**config.mk**
```make
export PLATFORM = sky130hd
export DESIGN_NAME = alu_arbiter
export DESIGN_NICKNAME = d
export VERILOG_FILES = /design/src/rtl/alu_arbiter_pkg.sv /design/src/rtl/alu_arbiter_alu.sv /design/src/rtl/alu_arbiter.sv
export SDC_FILE = /design/constraint.sdc
export NUM_CORES = 1
export LEC_CHECK = 0
export ABC_AREA = 1
export CAP_MARGIN = 20
export CORE_ASPECT_RATIO = 1.75
export CORE_MARGIN = 1
export CORE_UTILIZATION = 50
export CTS_CLUSTER_DIAMETER = 200
export DETAILED_ROUTE_END_ITERATION = 8
export GPL_ROUTABILITY_DRIVEN = 0
export GPL_TIMING_DRIVEN = 0
export PLACE_DENSITY_LB_ADDON = 0.3
export SLEW_MARGIN = 20
export SYNTH_ARGS = -nofsm -noshare
export SYNTH_HDL_FRONTEND = slang
export SYNTH_HIERARCHICAL = 1
export SYNTH_SLANG_ARGS = --single-unit
```
**constraint.sdc**
```tcl
create_clock -name clk_i -period 4.95 [get_ports clk_i]
set_clock_uncertainty 0.2 [all_clocks]
set_input_delay 0.495 -clock clk_i [delete_from_list [all_inputs] [get_ports clk_i]]
set_output_delay 0.495 -clock clk_i [all_outputs]
set_load 0.02 [all_outputs]
```
**src/rtl/alu_arbiter_pkg.sv**
```systemverilog
// Shared pipeline package.
// Holds the ALU opcode enumeration and the requester-id type used by the
// arbiter and by its ALU datapath, plus a small opcode legality helper.
package alu_arbiter_pkg;

    localparam int unsigned XLEN = 32;

    typedef enum logic [3:0] {
        ALU_ADD  = 4'h0,
        ALU_SUB  = 4'h1,
        ALU_SLT  = 4'h2,
        ALU_SLTU = 4'h3,
        ALU_XOR  = 4'h4,
        ALU_OR   = 4'h5,
        ALU_AND  = 4'h6,
        ALU_SLL  = 4'h7,
        ALU_SRL  = 4'h8,
        ALU_SRA  = 4'h9
    } alu_op_e;

    typedef enum logic {
        ReqId0 = 1'b0,
        ReqId1 = 1'b1
    } req_id_e;

    // Opcodes above ALU_SRA (0xA-0xF) are reserved.
    function automatic logic is_legal_op(input logic [3:0] op);
        return op <= ALU_SRA;
    endfunction

endpackage

```
**src/rtl/alu_arbiter_alu.sv**
```systemverilog
// Combinational 32-bit ALU.
// Ports:
//   operand_a_i, operand_b_i : 32-bit operands
//   alu_op_i                 : 4-bit opcode (alu_op_e)
//   alu_data_o               : result, 0 for reserved opcodes
//   alu_illegal_o            : 1 when alu_op_i is a reserved opcode
module alu_arbiter_alu
    import alu_arbiter_pkg::*;
(
    input  logic [XLEN-1:0] operand_a_i,
    input  logic [XLEN-1:0] operand_b_i,
    input  logic [3:0]      alu_op_i,
    output logic [XLEN-1:0] alu_data_o,
    output logic            alu_illegal_o
);

    logic [4:0] shamt;

    assign shamt = operand_b_i[4:0];

    always_comb begin
        alu_data_o    = '0;
        alu_illegal_o = !is_legal_op(alu_op_i);
        case (alu_op_i)
            ALU_ADD:  alu_data_o = operand_a_i + operand_b_i;
            ALU_SUB:  alu_data_o = operand_a_i - operand_b_i;
            ALU_SLT:  alu_data_o = {31'b0, $signed(operand_a_i) < $signed(operand_b_i)};
            ALU_SLTU: alu_data_o = {31'b0, operand_a_i < operand_b_i};
            ALU_XOR:  alu_data_o = operand_a_i ^ operand_b_i;
            ALU_OR:   alu_data_o = operand_a_i | operand_b_i;
            ALU_AND:  alu_data_o = operand_a_i & operand_b_i;
            ALU_SLL:  alu_data_o = operand_a_i << shamt;
            ALU_SRL:  alu_data_o = operand_a_i >> shamt;
            ALU_SRA:  alu_data_o = $unsigned($signed(operand_a_i) >>> shamt);
            default:  alu_data_o = '0;
        endcase
    end

endmodule

```
**src/rtl/alu_arbiter.sv**
```systemverilog
// Two-requester round-robin arbiter in front of a single shared ALU.
// One operation is outstanding at a time: a granted request is computed
// combinationally, registered on the transfer edge, and held until the
// owning requester takes the response.
// Ports:
//   clk_i, rst_ni                 : clock, async active-low reset
//   reqN_valid_i / reqN_ready_o   : request handshake for requester N
//   reqN_a_i, reqN_b_i, reqN_op_i : operands and opcode for requester N
//   rspN_valid_o / rspN_ready_i   : response handshake for requester N
//   rsp_data_o, rsp_illegal_o     : registered result shared by both responses
//   grantN_cnt_o                  : saturating accepted-operation count
module alu_arbiter
    import alu_arbiter_pkg::*;
#(
    parameter int unsigned CNT_W = 16
) (
    input  logic             clk_i,
    input  logic             rst_ni,
    input  logic             req0_valid_i,
    output logic             req0_ready_o,
    input  logic [XLEN-1:0]  req0_a_i,
    input  logic [XLEN-1:0]  req0_b_i,
    input  logic [3:0]       req0_op_i,
    input  logic             req1_valid_i,
    output logic             req1_ready_o,
    input  logic [XLEN-1:0]  req1_a_i,
    input  logic [XLEN-1:0]  req1_b_i,
    input  logic [3:0]       req1_op_i,
    output logic             rsp0_valid_o,
    input  logic             rsp0_ready_i,
    output logic             rsp1_valid_o,
    input  logic             rsp1_ready_i,
    output logic [XLEN-1:0]  rsp_data_o,
    output logic             rsp_illegal_o,
    output logic [CNT_W-1:0] grant0_cnt_o,
    output logic [CNT_W-1:0] grant1_cnt_o
);

    localparam logic [0:0] StIdle = 1'b0;
    localparam logic [0:0] StHold = 1'b1;

    localparam logic [CNT_W-1:0] CntMax = {CNT_W{1'b1}};

    logic [0:0]      state_q, state_d;
    req_id_e         last_q, last_d;
    req_id_e         owner_q, owner_d;
    logic [XLEN-1:0] data_q, data_d;
    logic            illegal_q, illegal_d;
    logic [CNT_W-1:0] cnt0_q, cnt0_d;
    logic [CNT_W-1:0] cnt1_q, cnt1_d;

    req_id_e         gnt_id;
    logic            gnt_valid;
    logic            xfer;
    logic            rsp_hs;
    logic [XLEN-1:0] alu_a, alu_b, alu_data;
    logic [3:0]      alu_op;
    logic            alu_illegal;

    // Round-robin pick: on contention the requester not granted last wins.
    always_comb begin
        gnt_valid = 1'b0;
        gnt_id    = ReqId0;
        if (req0_valid_i && req1_valid_i) begin
            gnt_valid = 1'b1;
            gnt_id    = (last_q == ReqId0) ? ReqId1 : ReqId0;
        end else if (req0_valid_i) begin
            gnt_valid = 1'b1;
            gnt_id    = ReqId0;
        end else if (req1_valid_i) begin
            gnt_valid = 1'b1;
            gnt_id    = ReqId1;
        end
    end

    // rst_ni gates ready so nothing is accepted while reset is held.
    assign xfer         = rst_ni && (state_q == StIdle) && gnt_valid;
    assign req0_ready_o = xfer && (gnt_id == ReqId0);
    assign req1_ready_o = xfer && (gnt_id == ReqId1);

    assign rsp0_valid_o = (state_q == StHold) && (owner_q == ReqId0);
    assign rsp1_valid_o = (state_q == StHold) && (owner_q == ReqId1);
    assign rsp_hs       = (rsp0_valid_o && rsp0_ready_i) || (rsp1_valid_o && rsp1_ready_i);

    // Grant mux feeding the shared ALU.
    assign alu_a  = (gnt_id == ReqId1) ? req1_a_i  : req0_a_i;
    assign alu_b  = (gnt_id == ReqId1) ? req1_b_i  : req0_b_i;
    assign alu_op = (gnt_id == ReqId1) ? req1_op_i : req0_op_i;

    alu_arbiter_alu u_alu (
        .operand_a_i   (alu_a),
        .operand_b_i   (alu_b),
        .alu_op_i      (alu_op),
        .alu_data_o    (alu_data),
        .alu_illegal_o (alu_illegal)
    );

    always_comb begin
        state_d   = state_q;
        last_d    = last_q;
        owner_d   = owner_q;
        data_d    = data_q;
        illegal_d = illegal_q;
        cnt0_d    = cnt0_q;
        cnt1_d    = cnt1_q;
        if (xfer) begin
            state_d   = StHold;
            last_d    = gnt_id;
            owner_d   = gnt_id;
            data_d    = alu_data;
            illegal_d = alu_illegal;
            if (gnt_id == ReqId0) begin
                if (cnt0_q != CntMax) cnt0_d = cnt0_q + 1'b1;
            end else begin
                if (cnt1_q != CntMax) cnt1_d = cnt1_q + 1'b1;
            end
        end else if (rsp_hs) begin
            state_d = StIdle;
        end
    end

    always_ff @(posedge clk_i or negedge rst_ni) begin
        if (!rst_ni) begin
            state_q   <= StIdle;
            last_q    <= ReqId1;
            owner_q   <= ReqId0;
            data_q    <= '0;
            illegal_q <= 1'b0;
            cnt0_q    <= '0;
            cnt1_q    <= '0;
        end else begin
            state_q   <= state_d;
            last_q    <= last_d;
            owner_q   <= owner_d;
            data_q    <= data_d;
            illegal_q <= illegal_d;
            cnt0_q    <= cnt0_d;
            cnt1_q    <= cnt1_d;
        end
    end

    assign rsp_data_o    = data_q;
    assign rsp_illegal_o = illegal_q;
    assign grant0_cnt_o  = cnt0_q;
    assign grant1_cnt_o  = cnt1_q;

endmodule

```
==> flow_summary.toml, run 1 <==
[synthesis]
ys.warnings.count = 6
synth_mux_area_frac = 0
mappedNetlistNets = 3006
synthTopCellsByArea = "nand2_1, nand3_1, dfrtp_1, ha_1, inv_1"
synth_adder_area_share = 0.0892
syn_avg_cell_area_um2 = 5.19
synthArstFlopShare = 1.00
syn_area_mm2 = 0.0143
synth_ff_type = "dfrtp_1"
synth_most_common_cell = "nand2_1"
synthXorXnorAreaFrac = 0.0110
synth_top_area_cell = "nand2_1"
ys_top_cells_by_count = "nand2_1, nand3_1, inv_1"
netlist.area_leader.share = 0.305
synthDistinctLibCells = 55
synth_edf_count = 0
synth_top_family_by_area = "simple AND/OR/NAND/NOR gates"
synth-simple-area-share = 0.559
synth-seq-cells = 68
synth-compound-area-share = 0.0901
synth_seq_area_share = 0.119
syn_inst = 2763

[clock_network]
cts-buffers-inserted = 9
cts_root_buffer = "clkbuf_16"
clock_path_buffers = 2
cts_sinks = 68
h-tree-depth = 3

[global_route]
grt.total_usage = 0.558
overflow = 94
grt_max_degree = 57
grt_pass1_vias = 21116
grt_pass1_wl_um = 124000

[die]
num_rows = 81
die_height_um = 226
ioPinCount = 211
die_w_um = 130
start_util = 0.511

[outcome]
stop_stage = "global routing (5_1_grt)"
status = "did not finish"
tool.error = "[ERROR GRT-0116] Global routing finished with congestion. Check the congestion regions in the DRC Viewer."

[placement]
place_area_mm2 = 0.0169
dp_hpwl_um = 55200
io_buffers = 210
[cell families after synthesis]
kind of cell    Yosys count
flops                    68
fa+ha+maj               101
buf+inv                 459
compound gates          220
xor+xnor                 18
simple gates           1897
[routing by layer]
metal,GRT overflow,track usage
met1,0,0.550
met2,56,0.792
met3,3,0.310
met4,35,0.560
met5,0,0.0945
[per-stage QoR]
| step | instances | setup slack [ps] | setup TNS (ps) |
|---|---|---|---|
| 4_1_cts | 3364 | 2.48 | 0 |
| 3_5_place_dp | 3347 | -687 | -13720 |
| 3_3_place_gp | 3346 | -647 | -14100 |
| 2_1_floorplan | 2763 | 1420 | 0 |
[what timing repair did]
action,in CTS
hold endpoints to repair,13
hold buffers,1
buffers inserted,2
gates resized for setup,2
endpoints found under the setup margin,26
==> inputs of run 2 (changes only) <==
CORE_ASPECT_RATIO = not set   (was 1.75)
CORE_UTILIZATION = 35   (was 50)
CTS_CLUSTER_DIAMETER = not set   (was 200)
PLACE_DENSITY_LB_ADDON = 0.15   (was 0.3)
==> run 2 against run 1 <==
Against the previous run:
- the flow now finishes without violations
- synthesized cell count stayed put
- area after synthesis stayed put
==> flow_summary.toml, run 2 <==
[final_layout]
drive_above_1_share = 0.0571
layoutNonFillerInstCount = 3519
nFillCells = 4479
final_cell_mix = "nand2_1, nand3_1, inv_1"
finalNetCount = 3232
antenna_cells = 0
multi_input_area_mm2 = 0.0108
area_growth_pct = 22.4
largest_reg_flops = 32
layout_commonest_cell = "nand2_1"
fin_util = 0.438
ff_latch_area_mm2 = 0.00170
final_area_mm2 = 0.0175

[synthesis]
synthArstFlopShare = 1.00
ys.warnings.count = 6
ys_top_cells_by_count = "nand2_1, nand3_1, inv_1"
syn_area_mm2 = 0.0143
synth_top_area_cell = "nand2_1"
synth_edf_count = 0
netlist.area_leader.share = 0.305
syn_inst = 2763
synthDistinctLibCells = 55
synth_seq_area_share = 0.119
syn_avg_cell_area_um2 = 5.19
synth_ff_type = "dfrtp_1"
synth-seq-cells = 68
synthTopCellsByArea = "nand2_1, nand3_1, dfrtp_1, ha_1, inv_1"
mappedNetlistNets = 3006
synth_most_common_cell = "nand2_1"

[worst_setup_path]
max_stage_delay_ps = 540
cp-start-kind = "primary input"
path_max_fanout = 12
required_ps = 4990
critPathArrivalTime_ps = 4890
path_cells = "clkdlybuf4s50_1 -> a21oi_4 -> buf_12 -> inv_2 -> clkbuf_2 -> nand2_1 -> nand2_1 -> buf_2 -> inv_2 -> buf_2 -> buf_2 -> fa_1 -> inv_1 -> nand4_1 -> nand2_1 -> nand2_1 -> nand2_1 -> nand2_1 -> nand3_1 -> nand2_1 -> nor2_1 -> nand2_1 -> nand2_1 -> nand2_1"
crit_top_cell = "nand2_1"
cp_slowest_cell = "clkdlybuf4s50_1"
crit_type = "primary input to flop"
endpoint_kind = "flop"

[global_route]
grt_pass1_wl_um = 103000
grt.total_usage = 0.327
antenna_found_initial = 1
overflow = 0
grt_max_degree = 55
grt_pass1_vias = 17965

[routing]
dr.pass1.iters = 8
viasPerCell = 5.56
ant_nets = 0
totalWireLength_um = 69500
drt_iter0_drc = 2195
wl_per_cell_um = 19.8
remaining_drc_errors = 0
via_count = 19569

[placement]
io_buffers = 210
place_area_mm2 = 0.0171
dp_hpwl_um = 57500
place_inst = 3499

[die]
die_area_mm2 = 0.0418
die_height_um = 204
die_w_um = 204
ioPinCount = 211
core_area_mm2 = 0.0401
num_rows = 73
start_util = 0.358

[pwr]
fin_total_pwr_mw = 6.81
switching_power_mw = 3.97
clkPwrFrac = 0.109
p_seq_frac = 0.129
p_per_area_mw_per_mm2 = 388
vdd_ir_drop_max_mv = 0.203
p_int_mw = 2.84
combPwrFrac = 0.762
swShare = 0.584
power.leakage_nw = 9.43

[run]
drv_cap = 0

[clock_network]
clkTransAtPathRegs_ps = 60
cts_root_buffer = "clkbuf_16"
cts_tree = "done"
cts_sinks = 68
cts-buffers-inserted = 9
clk_latency_ps = 350
h-tree-depth = 3
clock_path_buffers = 2

[timing]
rsz0062_at_grt = "false"
post-route-min-period_ps = 4850
hold_viol_final = 0
holdWs_ps = 279
worst_pin_slew_ps = 754
maxSlewViolCount = 0
min_period_over_period = 0.979
finalSetupViolCount = 0
relSlewSlack = 0.497
fmax_mhz = 206

[min_path]
hold_class = "flop to flop"

[outcome]
status = "finished clean"
==> run 2: power by group through the flow <==
stage | combinational [mW] | sequential (mW) | clock [mW]
floorplan | 2.93 | 1.07 | 0
global placement | 4.93 | 0.886 | 0
detailed placement | 4.97 | 0.890 | 0
CTS | 5.00 | 0.883 | 0.757
global route | 5.59 | 0.909 | 0.775
finish | 5.19 | 0.881 | 0.742
==> run 2: cell families (layout without fill, tap and decap cells) <==
kind of cell,after synthesis,count (layout),share of synthesized area
flip-flops,68,68,0.119
XOR/XNOR,18,18,0.0110
AO/OA/AOI/OAI,220,220,0.0901
adder cells (fa/ha/maj),101,101,0.0892
AND/OR/NAND/NOR,1897,1897,0.559
buffers and inverters,459,690,0.132
==> run 2: timing repair <==
item,in CTS,in global routing
endpoints found under the setup margin,30,25
gates resized for setup,2,8
hold endpoints to repair,15,0
hold buffers,1,0
buffers inserted,5,2
==> run 2: worst paths after layout <==
check	startpoint	endpoint	slack, ps	cells past startpoint
min in group asynchronous	rst_ni	grant0_cnt_o[5]	350	2
max	req0_valid_i	rsp_data_o[10]	100	24
min	rsp_data_o[26]	rsp_data_o[26]	280	2
min reg2reg	rsp_data_o[26]	rsp_data_o[26]	280	2
max in group asynchronous	rst_ni	last_q	3620	3
max reg2reg	last_q	rsp_data_o[10]	240	23
==> run 2: per-layer routing <==
metal	up-vias	share of wire	track usage	routed length (um)
met3	304	0.098	0.0612	6810
met2	1208	0.44	0.513	30300
li1	9239	-	-	-
met5	-	0	0	0
met4	0	0.074	0.215	5160
met1	8818	0.39	0.407	27300
==> run 2: final cells by class <==
cell class,count,share of cell area
timing repair buffer,219,0.126
multi-input combinational,2236,0.613
sequential,68,0.0971
clock inverter,6,0.00642
tap,525,0.0374
buffer,111,0.0337
inverter,344,0.0739
clock buffer,10,0.0130
==> run 2: worst max-delay path, delay by kind of cell <==
kind / cells / cell delay, ps
buffers and inverters: 9 / 1980
and+or+nand+nor: 13 / 1860
adders and majority gates: 1 / 450
AOI/OAI and AO/OA: 1 / 80
==> run 2: stage by stage <==
stage	TNS, ps	setup WS [ps]
2_1_floorplan	0	1420
3_3_place_gp	-26090	-1070
3_5_place_dp	-24690	-1040
4_1_cts	0	18.5
5_1_grt	0	6.14
6_report	0	103
Power figures use the tool's default switching activity.
==> inputs of run 3 (changes only) <==
CORE_ASPECT_RATIO = 0.8   (was not set)
GPL_TIMING_DRIVEN = not set   (was 0)
==> run 3 against run 2 <==
Against the previous run:
- critical endpoint is now rsp_data_o[14]
- setup slack improved by 300 ps
- wire length fell by 1.8%
- first-iteration DRC count rose by 26%
- highest routed layer is now met5
- flip-flop and latch count did not move
- power fell by 2.5%
- combinational power fell by 1%
- clock-buffer cell count rose by 1
- clock power fell by 18%
- via count fell by 2.4%
==> flow_summary.toml, run 3 (synthesis gave the netlist of run 2 again) <==
[outcome]
status = "finished clean"

[worst_setup_path]
endpoint_kind = "flop"
crit_type = "primary input to flop"
cp_top_family = "buffers and inverters"
path_max_fanout = 30
cp_slowest_cell = "clkdlybuf4s50_1"
crit_buf_inv = 5
crit_top_cell = "nand2_1"
r2r-start = "last_q"
cp-start-kind = "primary input"
rrSetupSlack_ps = 570
path_cells = "clkdlybuf4s50_1 -> a21oi_4 -> inv_2 -> buf_4 -> nand2_1 -> nand2_1 -> ha_1 -> inv_1 -> fa_1 -> inv_1 -> nand4_1 -> nand2_1 -> nand2_1 -> nand2_1 -> nor2_1 -> o21ai_0 -> nand3b_1 -> nand2_1 -> nand2_1"
r2r_cells = 18
max_stage_delay_ps = 540
reg2reg_to = "rsp_data_o[14]"
required_ps = 5030
critPathArrivalTime_ps = 4620

[timing]
min_period_over_period = 0.918
relSlewSlack = 0.382
timing.final.ws_setup_ps = 408
finalSetupViolCount = 0
worst_pin_slew_ps = 928
fmax_mhz = 220
rsz0062_at_grt = "false"
finalSetupTns_ps = 0
maxSlewViolCount = 0
post-route-min-period_ps = 4540
hold_viol_final = 0

[clock_network]
cts_setup_buffers = 0
cts-buffers-inserted = 9
cts_root_buffer = "clkbuf_16"
clock_path_buffers = 2
clk_latency_ps = 340
cts_resized = 0
h-tree-depth = 3
cts_tree = "done"
clkTransAtPathRegs_ps = 60
cts_sinks = 68
holdBufCountCts = 0

[final_layout]
area_growth_pct = 20.2
fin_util = 0.432
layoutNonFillerInstCount = 3465
finalNetCount = 3168
largest_reg_flops = 32
antenna_cells = 0
nFillCells = 4467
final_cell_mix = "nand2_1, nand3_1, inv_1"
layout_commonest_cell = "nand2_1"
drive_above_1_share = 0.0461

[die]
ioPinCount = 211
num_rows = 65
start_util = 0.359
die_w_um = 228
die_height_um = 183
die_area_mm2 = 0.0418
core_area_mm2 = 0.0399

[pwr]
power.leakage_nw = 9.24
swShare = 0.595
p_int_mw = 2.69
p_seq_frac = 0.138
switching_power_mw = 3.95
clkPwrFrac = 0.091
combPwrFrac = 0.771
p_per_area_mw_per_mm2 = 385
vdd_ir_drop_max_mv = 0.202

[global_route]
overflow = 0
grt_pass1_wl_um = 103000
grt_pass1_vias = 17599
grt_max_degree = 69
antenna_found_initial = 2
grt.total_usage = 0.321

[routing]
wl_per_cell_um = 19.7
remaining_drc_errors = 0
dr.pass1.iters = 9
totalWireLength_um = 68300
viasPerCell = 5.51
drt_iter0_drc = 2761
ant_nets = 0
via_count = 19097

[placement]
dpl_worst_slack_ps = 255
io_buffers = 210
place_inst = 3450
dp_hpwl_um = 56300

[run]
drv_cap = 0

[min_path]
hold_class = "primary input to asynchronous set/reset pin"
## run 3: changes by cell type in the layout (fill, tap and decap cells not counted), moves of 2 or more
cell	previous run	this run
buf_1	12	0
buf_12	1	3
buf_2	60	0
buf_4	15	54
buf_6	8	0
bufinv_16	3	0
clkbuf_1	19	1
clkbuf_2	4	0
nor2_1	190	192
nor2_2	6	4
## run 3: per-layer routing
layer | vias to the layer above | routed length (um) | GRT usage | part of all wire
li1 | 9091 | - | - | -
met1 | 8761 | 28700 | 0.436 | 0.42
met2 | 1098 | 28100 | 0.474 | 0.41
met3 | 143 | 9110 | 0.103 | 0.13
met4 | 4 | 2330 | 0.109 | 0.034
met5 | - | 29 | 0 | 0.00042
## run 3: worst max-delay path by stage
| stage | to | slack, ps | startpoint | cells past startpoint |
|---|---|---|---|---|
| finish | rsp_data_o[14] | 410 | req0_valid_i | 19 |
| global route | rsp_data_o[10] | 260 | req0_valid_i | 21 |
| CTS | rsp_data_o[10] | 610 | req0_valid_i | 21 |
| detailed placement | rsp_data_o[10] | 260 | req0_valid_i | 21 |
| global placement | rsp_data_o[28] | 310 | req0_valid_i | 19 |
| floorplan | rsp_data_o[0] | 1420 | req1_valid_i | 25 |
## run 3: area by class of cell
cell class / instances / area, um^2 / share of cell area
Clock buffer: 11 / 243 / 0.0141
Clock inverter: 4 / 26.3 / 0.00152
Inverter: 344 / 1290 / 0.0750
Multi-Input combinational cell: 2236 / 10700 / 0.623
Sequential cell: 68 / 1700 / 0.0988
Tap cell: 536 / 671 / 0.0389
Timing Repair Buffer: 266 / 2560 / 0.148
## run 3: metrics by stage
step | total power [mW] | instance area, um^2 | hold WS, ps
2_1_floorplan | 4.00 | 14300 | -0.591
3_3_place_gp | 5.82 | 17000 | 265
3_5_place_dp | 5.85 | 17000 | 265
4_1_cts | 6.48 | 17200 | 247
5_1_grt | 7.13 | 17200 | 252
6_report | 6.64 | 17200 | 171
## run 3: power groups by stage
| stage | clock, mW | sequential [mW] | combinational [mW] |
|---|---|---|---|
| after floorplan | 0 | 1.07 | 2.93 |
| after global placement | 0 | 0.922 | 4.90 |
| after detailed placement | 0 | 0.918 | 4.93 |
| after CTS | 0.621 | 0.914 | 4.95 |
| after global routing | 0.645 | 0.941 | 5.55 |
| final | 0.607 | 0.914 | 5.12 |
